## config.mk

```make
export PLATFORM = sky130hd
export DESIGN_NAME = ntt_sched_reader_flat
export DESIGN_NICKNAME = d
export VERILOG_FILES = /design/src/rtl/ntt_pkg.sv /design/src/rtl/ntt_sched_reader_if.sv /design/src/rtl/sync_fifo.sv /design/src/rtl/ntt_sched_reader.sv /design/src/flat_wrapper.sv
export SDC_FILE = /design/constraint.sdc
export NUM_CORES = 1
export LEC_CHECK = 0
export BUFFER_PORTS_ARGS = -buffer_cell sky130_fd_sc_hd__buf_2
export CAP_MARGIN = 10
export CORE_MARGIN = 2
export CORE_UTILIZATION = 45
export DETAILED_ROUTE_END_ITERATION = 7
export PLACE_DENSITY_LB_ADDON = 0.15
export REMOVE_ABC_BUFFERS = 1
export SETUP_SLACK_MARGIN = 0.02
export SLEW_MARGIN = 0
export SYNTH_ARGS = -nofsm -noshare
export SYNTH_HDL_FRONTEND = slang
export SYNTH_SLANG_ARGS = --single-unit
```

## constraint.sdc

```tcl
create_clock -name clk -period 2.6 [get_ports clk]
set_clock_uncertainty 0.15 [all_clocks]
set_input_delay 0.39 -clock clk [delete_from_list [all_inputs] [get_ports clk]]
set_output_delay 0.39 -clock clk [all_outputs]
set_load 0.005 [all_outputs]
```

## src/rtl/ntt_pkg.sv

```systemverilog
// Shared definitions for the NTT schedule reader: modulus, ROM entry layout,
// butterfly command type and sequencer state encoding.
package ntt_pkg;

    localparam int unsigned Q          = 3329;

    // A 64-bit ROM entry holds two 32-bit halves; bf0 is the upper half.
    localparam int unsigned ENTRY_W    = 64;
    localparam int unsigned HALF_W     = 32;
    localparam int unsigned BF0_LSB    = 32;
    localparam int unsigned BF1_LSB    = 0;

    // Field positions inside one 32-bit half.
    localparam int unsigned RSV_LSB    = 28;
    localparam int unsigned RSV_W      = 4;
    localparam int unsigned ZETA_LSB   = 16;
    localparam int unsigned ZETA_W     = 12;
    localparam int unsigned A_LSB      = 8;
    localparam int unsigned B_LSB      = 0;
    localparam int unsigned IDX_W      = 8;

    // Command FIFO sizing shared by the reader and its debug port.
    localparam int unsigned FIFO_DEPTH = 4;
    localparam int unsigned FIFO_CNT_W = 3;

    typedef struct packed {
        logic [ZETA_W-1:0] zeta;
        logic [IDX_W-1:0]  a;
        logic [IDX_W-1:0]  b;
    } bf_cmd_t;

    typedef enum logic [1:0] {
        S_IDLE  = 2'd0,
        S_RUN   = 2'd1,
        S_DRAIN = 2'd2,
        S_DONE  = 2'd3
    } state_t;

    function automatic bf_cmd_t unpack_half(input logic [HALF_W-1:0] half);
        bf_cmd_t c;
        c.zeta = half[ZETA_LSB +: ZETA_W];
        c.a    = half[A_LSB +: IDX_W];
        c.b    = half[B_LSB +: IDX_W];
        return c;
    endfunction

    function automatic logic rsv_set(input logic [HALF_W-1:0] half);
        return half[RSV_LSB +: RSV_W] != '0;
    endfunction

endpackage

```

## src/rtl/ntt_sched_reader_if.sv

```systemverilog
// Butterfly command bus between the schedule reader and the datapath.
// Handshake: the master holds bf_valid and all bf* fields stable until the
// slave samples bf_ready high on a rising edge with bf_valid high; that edge
// transfers exactly one command pair. bf_valid never depends on bf_ready.
interface ntt_sched_reader_if;
    import ntt_pkg::*;

    logic              bf_valid;
    logic              bf_ready;
    logic [ZETA_W-1:0] bf0_zeta;
    logic [IDX_W-1:0]  bf0_a;
    logic [IDX_W-1:0]  bf0_b;
    logic [ZETA_W-1:0] bf1_zeta;
    logic [IDX_W-1:0]  bf1_a;
    logic [IDX_W-1:0]  bf1_b;

    modport master (
        output bf_valid, bf0_zeta, bf0_a, bf0_b, bf1_zeta, bf1_a, bf1_b,
        input  bf_ready
    );

    modport slave (
        input  bf_valid, bf0_zeta, bf0_a, bf0_b, bf1_zeta, bf1_a, bf1_b,
        output bf_ready
    );

endinterface

```

## src/rtl/sync_fifo.sv

```systemverilog
// Single-clock FIFO with a combinational head, occupancy count and a
// synchronous flush. Storage is cleared by reset so the head reads zero.
module sync_fifo #(
    parameter int unsigned WIDTH = 64,
    parameter int unsigned DEPTH = 4,
    parameter int unsigned CNT_W = $clog2(DEPTH + 1)
) (
    input  logic             clk,
    input  logic             rst_n,
    input  logic             flush,
    input  logic             push,
    input  logic [WIDTH-1:0] din,
    input  logic             pop,
    output logic [WIDTH-1:0] dout,
    output logic [CNT_W-1:0] count,
    output logic             empty
);

    localparam int unsigned PTR_W = (DEPTH > 1) ? $clog2(DEPTH) : 1;

    logic [WIDTH-1:0] mem [DEPTH];
    logic [PTR_W-1:0] wr_ptr;
    logic [PTR_W-1:0] rd_ptr;
    logic             full;
    logic             do_push;
    logic             do_pop;

    function automatic logic [PTR_W-1:0] ptr_inc(input logic [PTR_W-1:0] p);
        return (p == PTR_W'(DEPTH - 1)) ? '0 : p + PTR_W'(1);
    endfunction

    assign empty   = (count == '0);
    assign full    = (count == CNT_W'(DEPTH));
    assign do_pop  = pop && !empty;
    assign do_push = push && (!full || do_pop);
    assign dout    = mem[rd_ptr];

    // Storage, pointers and occupancy; flush discards contents but keeps data.
    always_ff @(posedge clk or negedge rst_n) begin
        if (!rst_n) begin
            for (int i = 0; i < int'(DEPTH); i++) begin
                mem[i] <= '0;
            end
            wr_ptr <= '0;
            rd_ptr <= '0;
            count  <= '0;
        end else if (flush) begin
            wr_ptr <= '0;
            rd_ptr <= '0;
            count  <= '0;
        end else begin
            if (do_push) begin
                mem[wr_ptr] <= din;
                wr_ptr      <= ptr_inc(wr_ptr);
            end
            if (do_pop) begin
                rd_ptr <= ptr_inc(rd_ptr);
            end
            case ({do_push, do_pop})
                2'b10:   count <= count + CNT_W'(1);
                2'b01:   count <= count - CNT_W'(1);
                default: count <= count;
            endcase
        end
    end

endmodule

```

## src/rtl/ntt_sched_reader.sv

```systemverilog
// Walks the NTT schedule ROM on start, buffers entries in a small FIFO and
// presents each entry as a pair of butterfly commands with backpressure.
module ntt_sched_reader
    import ntt_pkg::*;
#(
    parameter int unsigned NUM_ENTRIES = 128,
    parameter int unsigned ADDR_W      = 7,
    parameter int unsigned Q           = ntt_pkg::Q
) (
    input  logic                  clk,
    input  logic                  rst_n,
    input  logic                  start,
    input  logic                  abort,
    output logic [ADDR_W-1:0]     rom_addr,
    input  logic [ENTRY_W-1:0]    rom_dout,
    ntt_sched_reader_if.master    bf,
    output logic                  busy,
    output logic                  done,
    output logic                  err,
    output state_t                dbg_state,
    output logic [FIFO_CNT_W-1:0] dbg_fifo_count
);

    state_t                state;
    state_t                state_nx;
    logic [1:0]            rd_pend;      // [0]: address register valid, [1]: rom_dout valid
    logic [FIFO_CNT_W-1:0] fifo_count;
    logic                  fifo_empty;
    logic [ENTRY_W-1:0]    fifo_head;
    logic [FIFO_CNT_W-1:0] inflight;
    logic [FIFO_CNT_W-1:0] credit_sum;
    logic                  can_issue;
    logic                  start_ok;
    logic                  at_last;
    logic                  issue;
    logic                  push;
    logic                  pop;
    logic                  drain_empty;
    logic                  entry_bad;
    bf_cmd_t               in_cmd0;
    bf_cmd_t               in_cmd1;
    bf_cmd_t               out_cmd0;
    bf_cmd_t               out_cmd1;

    // Reads in flight plus buffered entries may never exceed the FIFO depth,
    // which makes overflow impossible without looking at bf_ready.
    assign inflight   = FIFO_CNT_W'(rd_pend[0]) + FIFO_CNT_W'(rd_pend[1]);
    assign credit_sum = fifo_count + inflight;
    assign can_issue  = credit_sum < FIFO_CNT_W'(FIFO_DEPTH);

    assign start_ok = start && !abort && (state == S_IDLE);
    assign at_last  = (rom_addr == ADDR_W'(NUM_ENTRIES - 1));
    assign issue    = (state == S_RUN) && !at_last && can_issue && !abort;
    assign push     = rd_pend[1];
    assign pop      = bf.bf_valid && bf.bf_ready;

    // Drain finishes on the cycle the last buffered pair is taken, so done
    // follows the final acceptance directly.
    assign drain_empty = (rd_pend == 2'b00) &&
                         ((fifo_count == '0) || ((fifo_count == FIFO_CNT_W'(1)) && pop));

    assign in_cmd0   = unpack_half(rom_dout[BF0_LSB +: HALF_W]);
    assign in_cmd1   = unpack_half(rom_dout[BF1_LSB +: HALF_W]);
    assign entry_bad = rsv_set(rom_dout[BF0_LSB +: HALF_W]) ||
                       rsv_set(rom_dout[BF1_LSB +: HALF_W]) ||
                       (32'(in_cmd0.zeta) >= Q) ||
                       (32'(in_cmd1.zeta) >= Q);

    sync_fifo #(
        .WIDTH (ENTRY_W),
        .DEPTH (FIFO_DEPTH),
        .CNT_W (FIFO_CNT_W)
    ) u_fifo (
        .clk   (clk),
        .rst_n (rst_n),
        .flush (abort),
        .push  (push),
        .din   (rom_dout),
        .pop   (pop),
        .dout  (fifo_head),
        .count (fifo_count),
        .empty (fifo_empty)
    );

    assign out_cmd0    = unpack_half(fifo_head[BF0_LSB +: HALF_W]);
    assign out_cmd1    = unpack_half(fifo_head[BF1_LSB +: HALF_W]);
    assign bf.bf_valid = !fifo_empty;
    assign bf.bf0_zeta = out_cmd0.zeta;
    assign bf.bf0_a    = out_cmd0.a;
    assign bf.bf0_b    = out_cmd0.b;
    assign bf.bf1_zeta = out_cmd1.zeta;
    assign bf.bf1_a    = out_cmd1.a;
    assign bf.bf1_b    = out_cmd1.b;

    assign dbg_state      = state;
    assign dbg_fifo_count = fifo_count;

    // FSM state register.
    always_ff @(posedge clk or negedge rst_n) begin
        if (!rst_n) begin
            state <= S_IDLE;
        end else begin
            state <= state_nx;
        end
    end

    // FSM next-state logic; abort overrides every transition.
    always_comb begin
        state_nx = state;
        if (abort) begin
            state_nx = S_IDLE;
        end else begin
            case (state)
                S_IDLE:  if (start) state_nx = S_RUN;
                S_RUN:   if (at_last) state_nx = S_DRAIN;
                S_DRAIN: if (drain_empty) state_nx = S_DONE;
                S_DONE:  state_nx = S_IDLE;
                default: state_nx = S_IDLE;
            endcase
        end
    end

    // FSM outputs.
    always_comb begin
        busy = (state != S_IDLE);
        done = (state == S_DONE);
    end

    // Address counter and read-tracking pipe; a run always begins at address 0.
    always_ff @(posedge clk or negedge rst_n) begin
        if (!rst_n) begin
            rom_addr <= '0;
            rd_pend  <= 2'b00;
        end else if (abort) begin
            rom_addr <= '0;
            rd_pend  <= 2'b00;
        end else begin
            rd_pend[1] <= rd_pend[0];
            if (start_ok) begin
                rom_addr   <= '0;
                rd_pend[0] <= 1'b1;
            end else if (issue) begin
                rom_addr   <= rom_addr + ADDR_W'(1);
                rd_pend[0] <= 1'b1;
            end else begin
                rd_pend[0] <= 1'b0;
            end
        end
    end

    // Sticky malformed-entry flag, evaluated on each accepted ROM word.
    always_ff @(posedge clk or negedge rst_n) begin
        if (!rst_n) begin
            err <= 1'b0;
        end else if (start_ok) begin
            err <= 1'b0;
        end else if (push && !abort && entry_bad) begin
            err <= 1'b1;
        end
    end

endmodule

```

## src/flat_wrapper.sv

```systemverilog
// flat-port wrapper written by rule: the top's interface ports become plain ports
module ntt_sched_reader_flat import ntt_pkg::*;
#(
    parameter int unsigned NUM_ENTRIES = 128,
    parameter int unsigned ADDR_W      = 7,
    parameter int unsigned Q           = ntt_pkg::Q
)
  (clk, rst_n, start, abort, rom_addr, rom_dout, busy, done, err, dbg_state, dbg_fifo_count, bf_bf_valid, bf_bf0_zeta, bf_bf0_a, bf_bf0_b, bf_bf1_zeta, bf_bf1_a, bf_bf1_b, bf_bf_ready);
  ntt_sched_reader_if bf_i ();
  input  logic clk;
  input  logic rst_n;
  input  logic start;
  input  logic abort;
  output logic [ADDR_W-1:0] rom_addr;
  input  logic [ENTRY_W-1:0] rom_dout;
  output logic busy;
  output logic done;
  output logic err;
  output state_t dbg_state;
  output logic [FIFO_CNT_W-1:0] dbg_fifo_count;
  output wire logic [$bits(bf_i.bf_valid)-1:0] bf_bf_valid;
  output wire logic [$bits(bf_i.bf0_zeta)-1:0] bf_bf0_zeta;
  output wire logic [$bits(bf_i.bf0_a)-1:0] bf_bf0_a;
  output wire logic [$bits(bf_i.bf0_b)-1:0] bf_bf0_b;
  output wire logic [$bits(bf_i.bf1_zeta)-1:0] bf_bf1_zeta;
  output wire logic [$bits(bf_i.bf1_a)-1:0] bf_bf1_a;
  output wire logic [$bits(bf_i.bf1_b)-1:0] bf_bf1_b;
  input wire logic [$bits(bf_i.bf_ready)-1:0] bf_bf_ready;
  assign bf_bf_valid = bf_i.bf_valid;
  assign bf_bf0_zeta = bf_i.bf0_zeta;
  assign bf_bf0_a = bf_i.bf0_a;
  assign bf_bf0_b = bf_i.bf0_b;
  assign bf_bf1_zeta = bf_i.bf1_zeta;
  assign bf_bf1_a = bf_i.bf1_a;
  assign bf_bf1_b = bf_i.bf1_b;
  assign bf_i.bf_ready = bf_bf_ready;
  ntt_sched_reader #(.NUM_ENTRIES(NUM_ENTRIES), .ADDR_W(ADDR_W), .Q(Q)) u_core (.clk(clk), .rst_n(rst_n), .start(start), .abort(abort), .rom_addr(rom_addr), .rom_dout(rom_dout), .bf(bf_i), .busy(busy), .done(done), .err(err), .dbg_state(dbg_state), .dbg_fifo_count(dbg_fifo_count));
endmodule
```

[Word-level counts from Yosys, hierarchy flattened]
Index checks and enable logic that the tools add are counted.
Cells by class
  bitwise operators: 3
  order comparisons: 6
  mux-type cells: 27
  add/subtract/negate cells: 7
  equal/unequal tests: 13
  reductions and logical operators: 35
Operators by type and width (number)
  $bwmux 256: 1
  $bmux 64 s2: 1
  $demux 64 s2: 1
  $mux 60: 2
  $mux 64: 1
  $ge 12x12->1 const B: 2
  $mux 2: 11
  $mux 7: 3
  $logic_and 1x1->1: 13
  $eq 2x2->1 const B: 5
  $pmux 2 s4: 1
  $reduce_bool 2->1: 4
  $reduce_bool 4->1: 2
  $add 7x1->7 const B: 1
  $eq 7x7->1 const B: 1
  $ge 3x3->1 const B: 2
  $ne 3x2->1 const B: 2
  $not 2->3: 2
  $pmux 3 s2: 1
  $reduce_bool 3->1: 2
  $logic_or 1x1->1: 5
  $add 2x1->2 const B: 2
  $eq 2x1->1 const B: 2
  $logic_not 1->1: 4
  other kinds (16): 20
Storage, ports and cells
  register bits after elaboration: 275
  input bits: 69
  logic and storage cells: 102
  output and inout bits: 72

[Longest topological paths before layout]
Gate-level depths: netlist of run 1.
  word-level depth: 9
  gate-level depth with buffers: 8
  gate-level depth less buffers: 6

[Modules after synthesis]
Synthesis of run 1 repeated with hierarchy kept, for this count alone.
Unflattened totals
  cells, all modules: 773
  area total of the unflattened synthesis: 13078.8 um^2
Modules (own cells, without submodules)
  sync_fifo: instances 1, cells each 680, seq. area each 6581.3 um^2, area an instance 12251.8 um^2
  ntt_sched_reader: instances 1, cells each 93, seq. area each 300.3 um^2, area an instance 827.0 um^2

[Worst setup path before layout of run 1]
No wires, ideal clock.
  path type: flip-flop to flip-flop
  from: reg u_core.rd_pend[1]
  to: reg u_core.rom_addr[5]
  period minus slack after synthesis: 2.201 ns
  buffers on the path: 1
  setup time: 0.066 ns
  stages on the path, launching flop included: 8
  setup slack: 0.399 ns
  arrival time: 1.985 ns
  required time: 2.384 ns
  cells stage by stage: dfrtp_1 > clkbuf_1 > inv_1 > ha_1 > a31oi_2 > xnor2_1 > or4_1 > nand2_1
On the way
  word-level cells in the longest chain between the ends: 6
Ends and longest elaborated chain
  from (decl): line ntt_sched_reader.sv:26  | logic [1:0] rd_pend;
  from (signal assigned): line ntt_sched_reader.sv:138  | rd_pend[1] <= rd_pend[0];
  $add 1x1->2: line ntt_sched_reader.sv:47  | assign inflight = FIFO_CNT_W'(rd_pend[0]) + FIFO_CNT_W'(rd_pend[1]);
  $add 3x3->3: line ntt_sched_reader.sv:48  | assign credit_sum = fifo_count + inflight;
  $lt 3x3->1: line ntt_sched_reader.sv:49  | assign can_issue = credit_sum < FIFO_CNT_W'(FIFO_DEPTH);
  $logic_and 1x1->1 (2 in a row): line ntt_sched_reader.sv:53  | assign issue = (state == S_RUN) && !at_last && can_issue && !abort;
  $reduce_bool 3->1 (no line)
  to (signal assigned): line ntt_sched_reader.sv:143  | rom_addr <= rom_addr + ADDR_W'(1);
  to (decl): line ntt_sched_reader.sv:14  | output logic [ADDR_W-1:0] rom_addr,
No other way between the ends.
A chain may end at the register's enable or synchronous reset.

[Final worst setup path of run 1]
  from: reg u_core.u_fifo.rd_ptr[0]
  to: out bf_bf0_b[7]
On the way
  word-level cells in the longest chain between the ends: 4
Ends and longest elaborated chain
  from (decl): line sync_fifo.sv:23  | logic [PTR_W-1:0] rd_ptr;
  from (signal assigned): line sync_fifo.sv:57  | rd_ptr <= ptr_inc(rd_ptr);
  $not 2->3 (not written as such): line sync_fifo.sv:36  | assign dout = mem[rd_ptr];
  $bmux 64 s2: line sync_fifo.sv:36
  $mux 60 (not written as such) (2 in a row): line sync_fifo.sv:36
  to (decl): line flat_wrapper.sv:24  | output wire logic [$bits(bf_i.bf0_b)-1:0] bf_bf0_b;
No other way between the ends. The select of a mux whose other input is x is not followed.

==> results of run 1 <==
## per-layer routing
layer / up-vias / track usage [%] / part of all wire (%)
met5: - / 0 / 0
met4: 0 / 4.47 / 1.7
met3: 32 / 3.27 / 4.5
met2: 125 / 31.7 / 48
met1: 3584 / 26.6 / 46
li1: 2984 / - / -
## through the flow
stage | total power, mW | TNS, ns
2_1_floorplan | 8.09 | -244.41
3_3_place_gp | 9.56 | 0
3_5_place_dp | 9.73 | 0
4_1_cts | 13.4 | 0
5_1_grt | 14.0 | 0
6_report | 13.3 | 0
## cell usage after synthesis (all sizes together) (2+ instances only)
master	n	area (µm²)
inv	12	45.0
clkbuf	7	26.3
nor2	12	45.0
nand2b	4	25.0
mux2	225	3130
a41o	2	20.0
a21oi	14	70.1
a31oi	5	37.5
or3	3	18.8
a311oi	2	17.5
and2	2	15.0
mux4	56	1260
nor4	5	31.3
xnor2	4	35.0
buf	34	287
dfrtp	243	6080
o211ai	3	22.5
nand2	19	71.3
o21ai	7	35.0
and3	3	18.8
nor2b	2	12.5
nand3	8	45.0
ha	17	213
or4	2	15.0
## cell families (layout without fill, tap and decap cells)
group | Yosys count | count (layout) | synth area share, %
compound gates | 40 | 40 | 2.37
xor+xnor | 4 | 4 | 0.299
fa+ha+maj | 17 | 17 | 1.82
buf+inv | 53 | 256 | 3.06
flops | 243 | 243 | 51.9
mux | 282 | 282 | 37.6
other cells | 0 | 1 | 0
simple gates | 64 | 64 | 2.89
## area by class of cell
class,instances,area (µm²)
fillers,2062,11600
flip-flops and latches,243,6090
multi-input cells,407,5300
repair buffers,198,1460
clock buffers,38,767
well taps,335,419
clock inverters,8,46.3
inverters,12,45.0
diodes,1,2.50
## worst paths after layout
check / end / slack [ns]
min: u_core.u_fifo.mem[115]$_DFFE_PN0P_ / 0.01
min reg2reg: u_core.u_fifo.mem[45]$_DFFE_PN0P_ / 0.35
max in group asynchronous: u_core.u_fifo.mem[197]$_DFFE_PN0P_ / 1.30
max reg2reg: u_core.u_fifo.mem[197]$_DFFE_PN0P_ / 0.23
max: bf_bf0_b[7] / 0.09
min in group asynchronous: u_core.u_fifo.mem[172]$_DFFE_PN0P_ / 0.26
## report_power, final
part,switching [mW],internal (mW)
clock,1.50,2.04
combinational,1.62,2.73
sequential,0.618,4.76
total,3.74,9.52
## repair_timing
action,in CTS,in global routing
hold endpoints to repair,149,0
hold buffers,30,0
buffers inserted,1,0
setup endpoints to repair,26,0
gates resized for setup,2,0
## sequential cells by signal, indices dropped and copies added, names as in the netlist
name	cells
u_core.u_fifo.mem	224
u_core.rom_addr	7
u_core.u_fifo.count	3
u_core.dbg_state	2
u_core.rd_pend	2
u_core.u_fifo.rd_ptr	2
u_core.u_fifo.wr_ptr	2
u_core.err	1
## critical path: stages (launching register included)
cell and delay, ns:
dfrtp_4 0.53, buf_16 0.20, mux4_2 0.56, buf_2 0.16
==> results.yml, run 1 <==
floorplanning:
  initial_util_pct: 45.4
  io_pins: 141
  coreArea_mm2: 0.0258
  row_count: 59
  floorplan.die.height_um: 165
  die-width_um: 165
  die_area_mm2: 0.0273
critical_path:
  crit_path_start: "u_core.u_fifo.rd_ptr[0]$_DFFE_PN0P_"
  reg2regPathDepth: 7
  crit-reg2reg-launch: "u_core.u_fifo.count[1]$_DFFE_PN0P_"
  worstSetupStartpointType: "flop"
  critical_path_class: "flop to output port"
  critical_path_at_ns: 1.97
  endpoint_kind: "output port"
  cp_max_fo: 13
  critPathRequiredTime_ns: 2.06
placement:
  number_of_placed_instances_taps_included: 1163
  dp_slack_ns: 0.249
  placed_area_mm2: 0.0130
  io_buffer_count: 140
  place.gp.congestion: 0.845
  post-dp-hpwl_um: 16900
hold_path:
  worst_hold_startpoint: "rom_dout[51]"
  timing.hold.worst_path_depth: 2
  hold_path.class: "primary input to flop"
clock_tree:
  clock_sinks: 243
  tritoncts: "yes"
  cts.root.buffer_cell: "clkbuf_16"
  clk-insertion-delay-late_ns: 0.52
  cts_htree_levels: 1
  max-clock-path-buffers: 3
  cts.clk_slew.worst_paths_ns: 0.06
  tritoncts.num_buffers: 27
synth:
  post_synth_instance_area_mm2: 0.0117
  synth_edf_count: 0
  ys.warnings.count: 0
  synthesis.area_per_instance_um2: 16.7
  synth_ff_type: "dfrtp_1"
  async_flop_share_pct: 100
  synth.lib_cells_used.distinct: 44
  synthesis.instances: 703
  synth_sequential_area_ratio_pct: 51.9
  ys_ff_latch: 243
routing:
  drcViolationCount: 0
  wirelength_um: 25800
  antenna_violating_nets_post_route: 0
  route.vias.total: 6725
  dr.pass1.iters: 4
  drt_first_iter_violations: 277
  detail_route.wl_per_cell_um: 20.8
  drt-vias-per-instance: 5.41
sta:
  layout_worst_path_cycle_share_pct: 96.6
  report.final.slew_viol_count: 0
  holdWs_ns: 0.0136
  maxClockFrequency_mhz: 398
  timing.slew.headroom_pct: 64.3
  finalCriticalPeriod_ns: 2.51
  worst_slack_ns: 0.0879
  grt_setup_unrepaired: "no"
  tightestPinTransition_ns: 0.535
  final-hold-violation-count: 0
  setup_viol: 0
power:
  power_per_cell_area_mw_per_mm2: 938
  irDropWorstVdd_mv: 0.486
  leakage_nw: 7.19
final_layout:
  area.growth.synth_to_final_pct: 20.7
  area_of_all_placed_cells_without_fillers_mm2: 0.0141
  post_route_cells_drive_above_1_share_pct: 55.2
  mostFrequentLayoutCell: "dfrtp_1"
  finalNonFillerCells: 1242
  post-route-util_pct: 54.8
  mostFrequentLayoutCells: "dfrtp_1, mux2_4, buf_2"
  finish.net_count: 975
global_routing:
  grt_start_max_net_pins: 68
  grt_first_pass_wirelength_um: 40900
  overflow: 0
  vias_in_the_first_global_route: 7364
  grt_util_all_layers_pct: 19.2
  number_of_antenna_violations_at_the_first_check_in_global_routing: 1
run_status:
  result_of_the_run: "finished clean"
flow_run:
  max_cap_violations: 0
Power figures use the tool's default switching activity.
==> run 2: changes to the inputs <==
ABC_AREA = 1   (was unset)
==> results.yml, run 2 <==
floorplanning:
  initial_util_pct: 45.8
  io_pins: 141
  die-width_um: 164
  coreArea_mm2: 0.0252
  floorplan.die.height_um: 164
  row_count: 58
  die_area_mm2: 0.0269
run_status:
  result_of_the_run: "finished clean"
global_routing:
  grt_util_all_layers_pct: 21.6
  number_of_antenna_violations_at_the_first_check_in_global_routing: 1
  overflow: 0
  grt_first_pass_wirelength_um: 46900
  grt_start_max_net_pins: 61
  vias_in_the_first_global_route: 8795
final_layout:
  area_of_all_placed_cells_without_fillers_mm2: 0.0135
  largest_reg_flops: 224
  regArea_mm2: 0.00609
  filler_cell_count: 2369
  finish.net_count: 1481
  mostFrequentLayoutCell: "nand2_1"
  mostFrequentLayoutCells: "nand2_1, dfrtp_1, o21ai_1"
  post_route_cells_drive_above_1_share_pct: 22.9
  finalNonFillerCells: 1748
  largest_register: "u_core.u_fifo.mem"
  multiInputGateArea_mm2: 0.00454
  biggestRegsByFlops: "u_core.u_fifo.mem: 224 flops, u_core.rom_addr: 7 flops, u_core.u_fifo.count: 3 flops"
  area.growth.synth_to_final_pct: 16.8
critical_path:
  critPathRequiredTime_ns: 2.06
  critical-path-top-delay-family: "buffers and inverters"
  critical_path_class: "flop to output port"
  worstSetupPathDepth: 5
  cp_num_buf_inv: 3
  cpMaxStageDelayCell: "dfrtp_4"
  critical_path_at_ns: 1.96
  r2r_end: "u_core.u_fifo.mem[17]$_DFFE_PN0P_"
  reg2regPathDepth: 9
  crit_chain: "clkinv_4, buf_12, o21ai_0, o22ai_1, buf_2"
  endpoint_kind: "output port"
  worstSetupStartpointType: "flop"
  crit_path_start: "u_core.u_fifo.rd_ptr[0]$_DFFE_PN0P_"
  cp_max_fo: 36
  setup_slack_of_the_most_critical_reg_to_reg_path_ns: 0.46
  critPathMaxStageDelay_ns: 0.52
  cp_capture_point: "bf_bf1_zeta[1]"
  crit-reg2reg-launch: "u_core.u_fifo.count[0]$_DFFE_PN0P_"
sta:
  holdWs_ns: 0.0169
  timing.slew.headroom_pct: 73.6
  maxClockFrequency_mhz: 400
  finalCriticalPeriod_ns: 2.50
  setup_viol: 0
  grt_setup_unrepaired: "yes"
  layout_worst_path_cycle_share_pct: 96.1
  tightestPinTransition_ns: 0.396
  report.final.slew_viol_count: 0
  final-hold-violation-count: 0
routing:
  drt_first_iter_violations: 635
  wirelength_um: 28400
  route.vias.total: 9182
  antenna_violating_nets_post_route: 0
  drcViolationCount: 0
  drt-vias-per-instance: 5.25
  dr.pass1.iters: 7
  detail_route.wl_per_cell_um: 16.2
clock_tree:
  cts_htree_levels: 1
  tritoncts.num_buffers: 28
  clock_sinks: 243
  cts.clk_slew.worst_paths_ns: 0.06
  cts.root.buffer_cell: "clkbuf_16"
  cts_post_setup_buffers_inserted: 0
  tritoncts: "yes"
  clk-insertion-delay-late_ns: 0.53
  max-clock-path-buffers: 3
flow_run:
  max_cap_violations: 0
synth:
  multiplexer_share_of_the_synthesized_area_pct: 0
  synth_top_family_by_area: "compound AO/OA/AOI/OAI gates"
  synthesis.area_per_instance_um2: 8.99
  post_synth_instance_area_mm2: 0.0115
  synth.lib_cells_used.distinct: 32
  synth_adder_area_share_pct: 1.84
  yosys.area_share.xor_xnor_pct: 0.304
  synth_compound_gate_area_share_pct: 21.8
  synth_simple_gate_area_share_pct: 15.4
  synth_sequential_area_ratio_pct: 52.7
  ys.warnings.count: 0
  synthesis.instances: 1283
  netlist.top_cell.by_area: "dfrtp_1"
  synth_edf_count: 0
  most_frequent_cells_after_synthesis: "nand2_1, dfrtp_1, o21ai_1"
  yosys-top-cells-area: "dfrtp_1, nand2_1, o21ai_2, o21ai_1, o21ai_0"
  ys_ff_latch: 243
  synth_ff_type: "dfrtp_1"
  yosysMostFrequentCell: "nand2_1"
  async_flop_share_pct: 100
  synthDominantCellAreaShare_pct: 52.7
placement:
  post-dp-hpwl_um: 17100
  place.gp.congestion: 0.762
  io_buffer_count: 140
  placed_area_mm2: 0.0125
  number_of_placed_instances_taps_included: 1691
power:
  irDropWorstVdd_mv: 0.561
  leakage_nw: 6.69
  power_per_cell_area_mw_per_mm2: 1030
hold_path:
  hold_path.class: "primary input to flop"
run 2: worst reg2reg max path, cell delays in order (launching register included):
cell and delay (ns):
dfrtp_1 0.42, inv_1 0.12, ha_1 0.25, nand3b_2 0.12, nand2_4 0.08, nor2_8 0.18, nand2_4 0.26, buf_12 0.29
nand2_1 0.10, o21ai_2 0.05
run 2: how the worst min path moves through the flow:
stage	start	endpoint	slack, ns	cells after the start
after global placement	rst_n	u_core.u_fifo.mem[15]$_DFFE_PN0P_	0.18	1
after floorplan	rst_n	u_core.dbg_state[0]$_DFFE_PN0P_	-0.06	0
after CTS	rom_dout[7]	u_core.u_fifo.mem[199]$_DFFE_PN0P_	0.004	3
after detailed placement	rst_n	u_core.u_fifo.mem[15]$_DFFE_PN0P_	0.17	1
final	rom_dout[11]	u_core.u_fifo.mem[11]$_DFFE_PN0P_	0.02	3
after global routing	rom_dout[36]	u_core.u_fifo.mem[36]$_DFFE_PN0P_	0.04	3
run 2: routing by layer:
| metal | vias to the layer above | GRT usage [%] | part of all wire (%) |
|---|---|---|---|
| met5 | - | 0 | 0 |
| met3 | 32 | 3.48 | 5.2 |
| met4 | 0 | 4.59 | 1.5 |
| met2 | 206 | 34.8 | 46 |
| met1 | 4422 | 30.7 | 48 |
| li1 | 4522 | - | - |
run 2: cells by family after synthesis:
kind of cell,Yosys count
buffers and inverters,166
adder cells (fa/ha/maj),17
AO/OA/AOI/OAI,416
flip-flops,243
AND/OR/NAND/NOR,437
XOR/XNOR,4
run 2: final cells by class:
type / count / share of cell area (%)
inverters: 77 / 2.19
clock inverters: 5 / 0.186
clock buffers: 47 / 6.78
repair buffers: 171 / 8.93
well taps: 330 / 3.06
multi-input cells: 874 / 33.7
flip-flops and latches: 243 / 45.1
diodes: 1 / 0.0186
run 2: metrics by stage:
stage | utilization, % | setup TNS (ns) | total power, mW | setup WS, ns
after floorplan | - | -71.40 | 7.86 | -1.27
after global placement | 49.5 | 0 | 9.94 | 0.488
after detailed placement | 49.5 | 0 | 9.99 | 0.457
after CTS | 53.5 | 0 | 14.1 | 0.0252
after global routing | 53.5 | 0 | 14.9 | 0.0124
final | 53.5 | 0 | 13.9 | 0.102
run 2: report_power, final:
part | switching, mW | internal, mW
Clock | 1.51 | 2.37
Sequential | 0.470 | 4.59
Combinational | 2.91 | 2.04
run 2: timing repair:
item                                   in CTS  in global routing
gates resized for setup                     2                  3
hold buffers                                3                  0
endpoints found under the hold margin      76                  0
setup endpoints to repair                  11                 10
gates cloned                                1                  0
